$ cat src/rtl/sort16_seq_ctrl.sv
// -----------------------------------------------------------------------------
// sort16_seq_ctrl
// Sequencing controller for the 16-input combinational sorting network.
// Collects 16 samples from a valid/ready stream into a parallel register that
// drives the network, waits a programmable settle interval so the network's
// multicycle paths resolve, captures the sorted result and streams it back out
// in ascending order (slot 0 first).
//
// Ports:
//   clk        single clock, rising edge
//   rst        synchronous active-high reset; aborts any frame in progress
//   in_valid   producer has a sample
//   in_ready   controller accepts a sample this cycle (FILL only)
//   in_data    sample value
//   net_in     parallel bus to the network, slot k at [(k+1)*WIDTH-1 : k*WIDTH]
//   net_out    sorted network output, slot 0 smallest
//   out_valid  out_data is valid (DRAIN only)
//   out_ready  consumer accepts out_data
//   out_data   sorted sample
//   out_last   marks the final sample of the frame
//   busy       high whenever a frame is in progress
// -----------------------------------------------------------------------------
module sort16_seq_ctrl #(
    parameter int WIDTH  = 3,
    parameter int N      = 16,
    parameter int SETTLE = 2
) (
    input  logic                 clk,
    input  logic                 rst,
    input  logic                 in_valid,
    output logic                 in_ready,
    input  logic [WIDTH-1:0]     in_data,
    output logic [N*WIDTH-1:0]   net_in,
    input  logic [N*WIDTH-1:0]   net_out,
    output logic                 out_valid,
    input  logic                 out_ready,
    output logic [WIDTH-1:0]     out_data,
    output logic                 out_last,
    output logic                 busy
);

    typedef enum logic [1:0] {
        ST_FILL   = 2'd0,
        ST_SETTLE = 2'd1,
        ST_DRAIN  = 2'd2
    } state_e;

    localparam logic [3:0] SETTLE_LOAD = 4'(SETTLE - 1);
    localparam logic [3:0] LAST_SLOT   = 4'd15;

    state_e               state_q, state_d;
    logic [3:0]           fill_cnt_q, fill_cnt_d;
    logic [3:0]           settle_cnt_q, settle_cnt_d;
    logic [3:0]           rd_cnt_q, rd_cnt_d;
    logic [N*WIDTH-1:0]   fill_q, fill_d;
    logic [N*WIDTH-1:0]   cap_q, cap_d;
    logic                 in_ready_q, in_ready_d;
    logic                 out_valid_q, out_valid_d;
    logic [WIDTH-1:0]     out_data_q, out_data_d;
    logic                 out_last_q, out_last_d;
    logic                 busy_q, busy_d;
    logic [3:0]           rd_next_s;

    assign rd_next_s = rd_cnt_q + 4'd1;

    // Next-state and next-output logic for the FILL/SETTLE/DRAIN sequence.
    always_comb begin
        state_d      = state_q;
        fill_cnt_d   = fill_cnt_q;
        settle_cnt_d = settle_cnt_q;
        rd_cnt_d     = rd_cnt_q;
        fill_d       = fill_q;
        cap_d        = cap_q;
        in_ready_d   = in_ready_q;
        out_valid_d  = out_valid_q;
        out_data_d   = out_data_q;
        out_last_d   = out_last_q;

        case (state_q)
            ST_FILL: begin
                if (in_valid && in_ready_q) begin
                    fill_d[fill_cnt_q*WIDTH +: WIDTH] = in_data;
                    if (fill_cnt_q == LAST_SLOT) begin
                        state_d      = ST_SETTLE;
                        settle_cnt_d = SETTLE_LOAD;
                        fill_cnt_d   = 4'd0;
                        in_ready_d   = 1'b0;
                    end else begin
                        fill_cnt_d   = fill_cnt_q + 4'd1;
                    end
                end else begin
                    fill_cnt_d = fill_cnt_q;
                end
            end
            ST_SETTLE: begin
                if (settle_cnt_q == 4'd0) begin
                    // Capture and preload the first sorted slot so out_data is
                    // already valid in the first DRAIN cycle.
                    cap_d       = net_out;
                    rd_cnt_d    = 4'd0;
                    state_d     = ST_DRAIN;
                    out_valid_d = 1'b1;
                    out_data_d  = net_out[WIDTH-1:0];
                    out_last_d  = 1'b0;
                end else begin
                    settle_cnt_d = settle_cnt_q - 4'd1;
                end
            end
            ST_DRAIN: begin
                if (out_valid_q && out_ready) begin
                    if (rd_cnt_q == LAST_SLOT) begin
                        state_d     = ST_FILL;
                        rd_cnt_d    = 4'd0;
                        out_valid_d = 1'b0;
                        out_last_d  = 1'b0;
                        out_data_d  = '0;
                        in_ready_d  = 1'b1;
                    end else begin
                        rd_cnt_d    = rd_next_s;
                        out_data_d  = cap_q[rd_next_s*WIDTH +: WIDTH];
                        out_last_d  = (rd_next_s == LAST_SLOT);
                    end
                end else begin
                    rd_cnt_d = rd_cnt_q;
                end
            end
            default: begin
                state_d      = ST_FILL;
                fill_cnt_d   = 4'd0;
                settle_cnt_d = 4'd0;
                rd_cnt_d     = 4'd0;
                in_ready_d   = 1'b1;
                out_valid_d  = 1'b0;
                out_data_d   = '0;
                out_last_d   = 1'b0;
            end
        endcase

        // Idle means back in FILL with nothing accepted yet.
        busy_d = !((state_d == ST_FILL) && (fill_cnt_d == 4'd0));
    end

    // State, datapath and output registers with synchronous reset.
    always_ff @(posedge clk) begin
        if (rst) begin
            state_q      <= ST_FILL;
            fill_cnt_q   <= 4'd0;
            settle_cnt_q <= 4'd0;
            rd_cnt_q     <= 4'd0;
            fill_q       <= '0;
            cap_q        <= '0;
            in_ready_q   <= 1'b1;
            out_valid_q  <= 1'b0;
            out_data_q   <= '0;
            out_last_q   <= 1'b0;
            busy_q       <= 1'b0;
        end else begin
            state_q      <= state_d;
            fill_cnt_q   <= fill_cnt_d;
            settle_cnt_q <= settle_cnt_d;
            rd_cnt_q     <= rd_cnt_d;
            fill_q       <= fill_d;
            cap_q        <= cap_d;
            in_ready_q   <= in_ready_d;
            out_valid_q  <= out_valid_d;
            out_data_q   <= out_data_d;
            out_last_q   <= out_last_d;
            busy_q       <= busy_d;
        end
    end

    assign net_in    = fill_q;
    assign in_ready  = in_ready_q;
    assign out_valid = out_valid_q;
    assign out_data  = out_data_q;
    assign out_last  = out_last_q;
    assign busy      = busy_q;

endmodule
$ cat config.mk
export PLATFORM = sky130hd
export DESIGN_NAME = sort16_seq_ctrl
export DESIGN_NICKNAME = d
export VERILOG_FILES = /design/src/rtl/sort16_seq_ctrl.sv
export SDC_FILE = /design/constraint.sdc
export NUM_CORES = 1
export LEC_CHECK = 0
export ABC_AREA = 1
export CELL_PAD_IN_SITES_DETAIL_PLACEMENT = 1
export CELL_PAD_IN_SITES_GLOBAL_PLACEMENT = 2
export CORE_UTILIZATION = 26
export CTS_BUF_LIST = sky130_fd_sc_hd__clkbuf_2 sky130_fd_sc_hd__clkbuf_4 sky130_fd_sc_hd__clkbuf_8
export CTS_CLUSTER_SIZE = 16
export DETAILED_ROUTE_END_ITERATION = 10
export PLACE_DENSITY = 0.75
export SYNTH_ARGS = -nofsm -noshare
export SYNTH_HDL_FRONTEND = slang
export SYNTH_SLANG_ARGS = --single-unit
$ cat constraint.sdc
create_clock -name clk -period 2.03 [get_ports clk]
set_clock_uncertainty 0.15 [all_clocks]
set_input_delay 0.3045 -clock clk [delete_from_list [all_inputs] [get_ports clk]]
set_output_delay 0.3045 -clock clk [all_outputs]
set_load 0.02 [all_outputs]
# Word-level counts from Yosys, hierarchy flattened
# Index checks and enable logic that the tools add are counted.
# classes
addsub,4
mul,2
n_eq_ne,11
shift,3
n_mux,35
n_bitwise,3
reduce_logical,15
# ops
operator,count
bitwise mux 48 bit,1
variable shift 3 x 34 -> 48 bit (first input constant),1
indexed part select 3 x 34 -> 48 bit,1
indexed part select 48 x 7 -> 3 bit,1
negation 6 -> 34 bit,1
two-way mux 4 bit,8
case mux 4 bit (3 select lines),2
equality test 4 bit (second input constant),3
multiplier 4 x 2 -> 6 bit (second input constant),2
inequality test 2 bit (second input constant),6
two-way mux 1 bit,10
two-way mux 2 bit,5
two-way mux 3 bit,3
case mux 1 bit (3 select lines),3
case mux 3 bit (3 select lines),1
adder 4 x 1 -> 4 bit (second input constant),2
zero test 4 bit,2
case mux 4 bit (2 select lines),1
AND reduction 4 bit,2
case mux 2 bit (3 select lines),1
AND reduction 5 bit,1
zero test 2 bit,2
AND reduction 2 bit,2
subtractor 4 x 1 -> 4 bit (second input constant),1
other kinds (7),11
# word_totals
regBits,117
input_bits,55
out_inout_bits,55
word_cells,84

# Longest topological paths before layout
# logic_depth
depth_word,7
ltp_mapped,14
ltp_nobuf,11

# Worst setup path before layout
# No wires, ideal clock.
# synth_timing
kind,reg2reg
startpoint,register rd_cnt_q[0]
endpoint,register out_data_q[0] (netlist: out_data[0])
setup_ns,0.071
arrival_time_ns,1.939
t_required_ns,1.809
path_slack_ns,-0.130
stages_incl_launch_ff,15
n_path_buf,3
period_less_slack_ns,2.160
cell_sequence,dfxtp_1 buf_2 inv_2 buf_2 ha_1 inv_1 clkbuf_1 nand3_1 nand3_1 nand3_1 nand2_1 nand2_1 nand2_1 nand2_1 a21oi_1
# synth_via
elab_chain_cells,6
word_cells_on_any_way,7
classes_between,add/sub (1); mul (1); eq/ne (1); shift (1); mux (3)
# synth_lines
item,line,rtl
start: declaration,54,"logic [3:0] rd_cnt_q, rd_cnt_d;"
start signal: assignment,161,rd_cnt_q <= rd_cnt_d;
adder 4 x 1 -> 4 bit,64,assign rd_next_s = rd_cnt_q + 4'd1;
multiplier 4 x 2 -> 6 bit,120,out_data_d = cap_q[rd_next_s*WIDTH +: WIDTH];
indexed part select 48 x 7 -> 3 bit,120,
two-way mux 3 bit (*),111,if (rd_cnt_q == LAST_SLOT) begin
two-way mux 3 bit (*),110,if (out_valid_q && out_ready) begin
case mux 3 bit (3 select lines) (*),79,case (state_q)
end signal: assignment,166,out_data_q <= out_data_d;
end: declaration,59,"logic [WIDTH-1:0] out_data_q, out_data_d;"
# Mark *: on every way between the ends. The rest lies on a longest branch, timed or not. The select of a mux whose other input is x is not followed.
# A chain may end at the register's enable or synchronous reset.

# Worst setup path in the final report
# layout_timing
startpoint,register out_data_q[2] (netlist: out_data[2])
endpoint,output port out_data[2]
# layout_lines
item,line,rtl
end: declaration,37,"output logic [WIDTH-1:0] out_data,"
# No word-level cell between the ends.

==> metrics <==
outcome completed; max-cap viol count 0; Buf/Inv on CP 1; FILL cells 2,372; maximum operating frequency 519 MHz; DR vias 5,198; worst rel slew slack 71.8%; vias in the first global route 5,619; Synth Area per Inst 7.25 um2; hpwl dp 12,700 um; Core Area 19,700 um2; register area 2350 um2; 1st-iter DRT viols 191; Initial Utilization 26.9%; Vias per Instance 4.53; Final Hold Viols 0; Tmin final 1.93 ns; Inserted Diodes 0; Post-DRT Antenna Nets 0; die width 145 um; final worst slack 0.104 ns; CP required 1.58 ns; Max stage delay on crit path 0.64 ns; DP Area 6920 um2; Clock Tree Buf Depth 2; CP Max Fanout 2; Netlist cell types 35; first-pass GRT wire length 27,300 um; commonest cells after routing, fill and taps aside dfxtp_1, clkdlybuf4s50_1, nand2_1; P&R area growth vs syn 39.9%; CP startpoint kind register; drt drc 0; Setup violations, final 0; H-tree Lvls 4; power per standard cell area 686 nW/um2; most common cell after layout, fill and taps aside dfxtp_1; Leak 2.90 nW; final cell count without fillers 1,147; Multi-input gate area 2510 um2; final instance area 7420 um2; Slowest-stage cell, CP clkdlybuf4s50_1; Post-Syn Instances 731; Die Area 21,000 um2; root buffer selected by CTS clkbuf_8; Final Core Density 37.6%; share of cells above drive strength 1 13.9%; Hold WC Path Type register to register; placed instance count 1,113; CTS tree built; Worst-Margin Slew 0.419 ns; Hold Path Depth 2; final max-slew violation count 0; Worst-Skew Late Latency 0.45 ns; mapped cell area 5300 um2; reg2reg path depth 7; final worst-path cycle share 94.9%; Worst VDD drop 366 uV; CTS Buf Count 17; Seq/Total Area, Yosys 44.2%; FF+latch count, synth 117; I/O Buffers 109; Yosys warning count 0; crit path kind register to output pin; Site Rows 51; worst slack, placed -0.0891 ns; die height 145 um; total congestion overflow 0; TritonRoute pass-1 iters 4; Final Hold Slack 0.304 ns; Top delay family on crit path buffers and inverters; Worst-path clk slew 0.07 ns; nets 937; Crit. End Element output pin; gpl congestion 0.765; sequence of cells on the critical path clkdlybuf4s50_1; initial antenna violation count 0; GRT Total Usage 16.9%; I/O pins 110; routed len/inst 14.8 um; clock sink total 117; critical path depth in cells 1; pin count of the biggest net entering global routing 54; WL final 16,900 um; arrival time at the worst endpoint 1.47 ns; Mapped Nets 799
## synth_stat cells, drive strengths merged
master	instances	area (um2)
nand3	55	298
o21ai	105	533
nor3	15	113
xor2	5	70.1
nand2	103	389
dfxtp	117	2340
and3	1	7.51
nand4	1	6.26
a21oi	77	385
a211oi	1	7.51
inv	96	360
buf	10	67.6
clkinv	7	26.3
nor3b	2	20.0
xnor2	2	17.5
ha	13	163
nor2	97	379
clkbuf	19	71.3
o22ai	2	12.5
nor4	3	33.8
## flip-flops by register name, indices dropped and copies added, names as in the netlist
name / cells
settle_cnt_q: 4
out_last: 1
state_q: 2
busy: 1
cap_q: 48
in_ready: 1
net_in: 48
rd_cnt_q: 4
out_data: 3
fill_cnt_q: 4
out_valid: 1
## tightest hold or removal path: cells and delay by family, from the launching register on
family	cells	cell delay [ns]
buffers and inverters	1	0.06
DFF	1	0.30
AOI/OAI and AO/OA	1	0.05
## per-layer routing
| metal | vias up | GRT usage, % | wire length, um |
|---|---|---|---|
| met5 | - | 0 | 0 |
| met4 | 0 | 5.32 | 244 |
| met3 | 19 | 3.82 | 582 |
| met2 | 78 | 29.6 | 8370 |
| met1 | 2473 | 20.3 | 7750 |
| li1 | 2628 | - | - |
## metrics by stage
stage,setup TNS [ns],power [mW]
after detailed placement,-0.665,2.94
after CTS,0,5.15
after global routing,-0.0178,5.32
final,0,5.09
after floorplan,0,2.66
after global placement,-0.0237,2.93
## path summary, 6_finish.rpt
path	startpoint	endpoint	slack [ns]
hold reg to reg	cap_q[45]	cap_q[45]	0.30
setup reg to reg	fill_cnt_q[1]	net_in[5]	0.13
hold / removal	cap_q[45]	cap_q[45]	0.30
setup / recovery	out_data[2]	out_data[2]	0.10
## where the power goes
group,switching (mW),internal (mW)
clock network,1.05,1.13
registers,0.0256,2.33
logic,0.293,0.260
total,1.37,3.72
## repair_timing
item | CTS | global route
setup endpoints to repair | 17 | 49
hold endpoints to repair | 0 | 0
resized for setup | 3 | 30
hold buffers | 0 | 0
setup buffers | 0 | 2
## kinds of logic (layout without fill, tap and decap cells)
family	count (synthesis)	after routing	share of synthesized area [%]
xor gates and xnor gates	7	7	1.65
DFF	117	117	44.2
adders and majority gates	13	13	3.07
buffers and inverters	132	283	9.91
AOI/OAI and AO/OA	185	185	17.7
and+or+nand+nor	277	277	23.5
## cell type report
class	count	share of cell area [%]
tap	265	4.47
sequential	117	31.7
timing repair buffer	148	19.4
clock inverter	14	2.06
multi-input combinational	482	33.8
inverter	103	5.21
clock buffer	18	3.34
No activity file was read; power rests on OpenSTA's default activity.
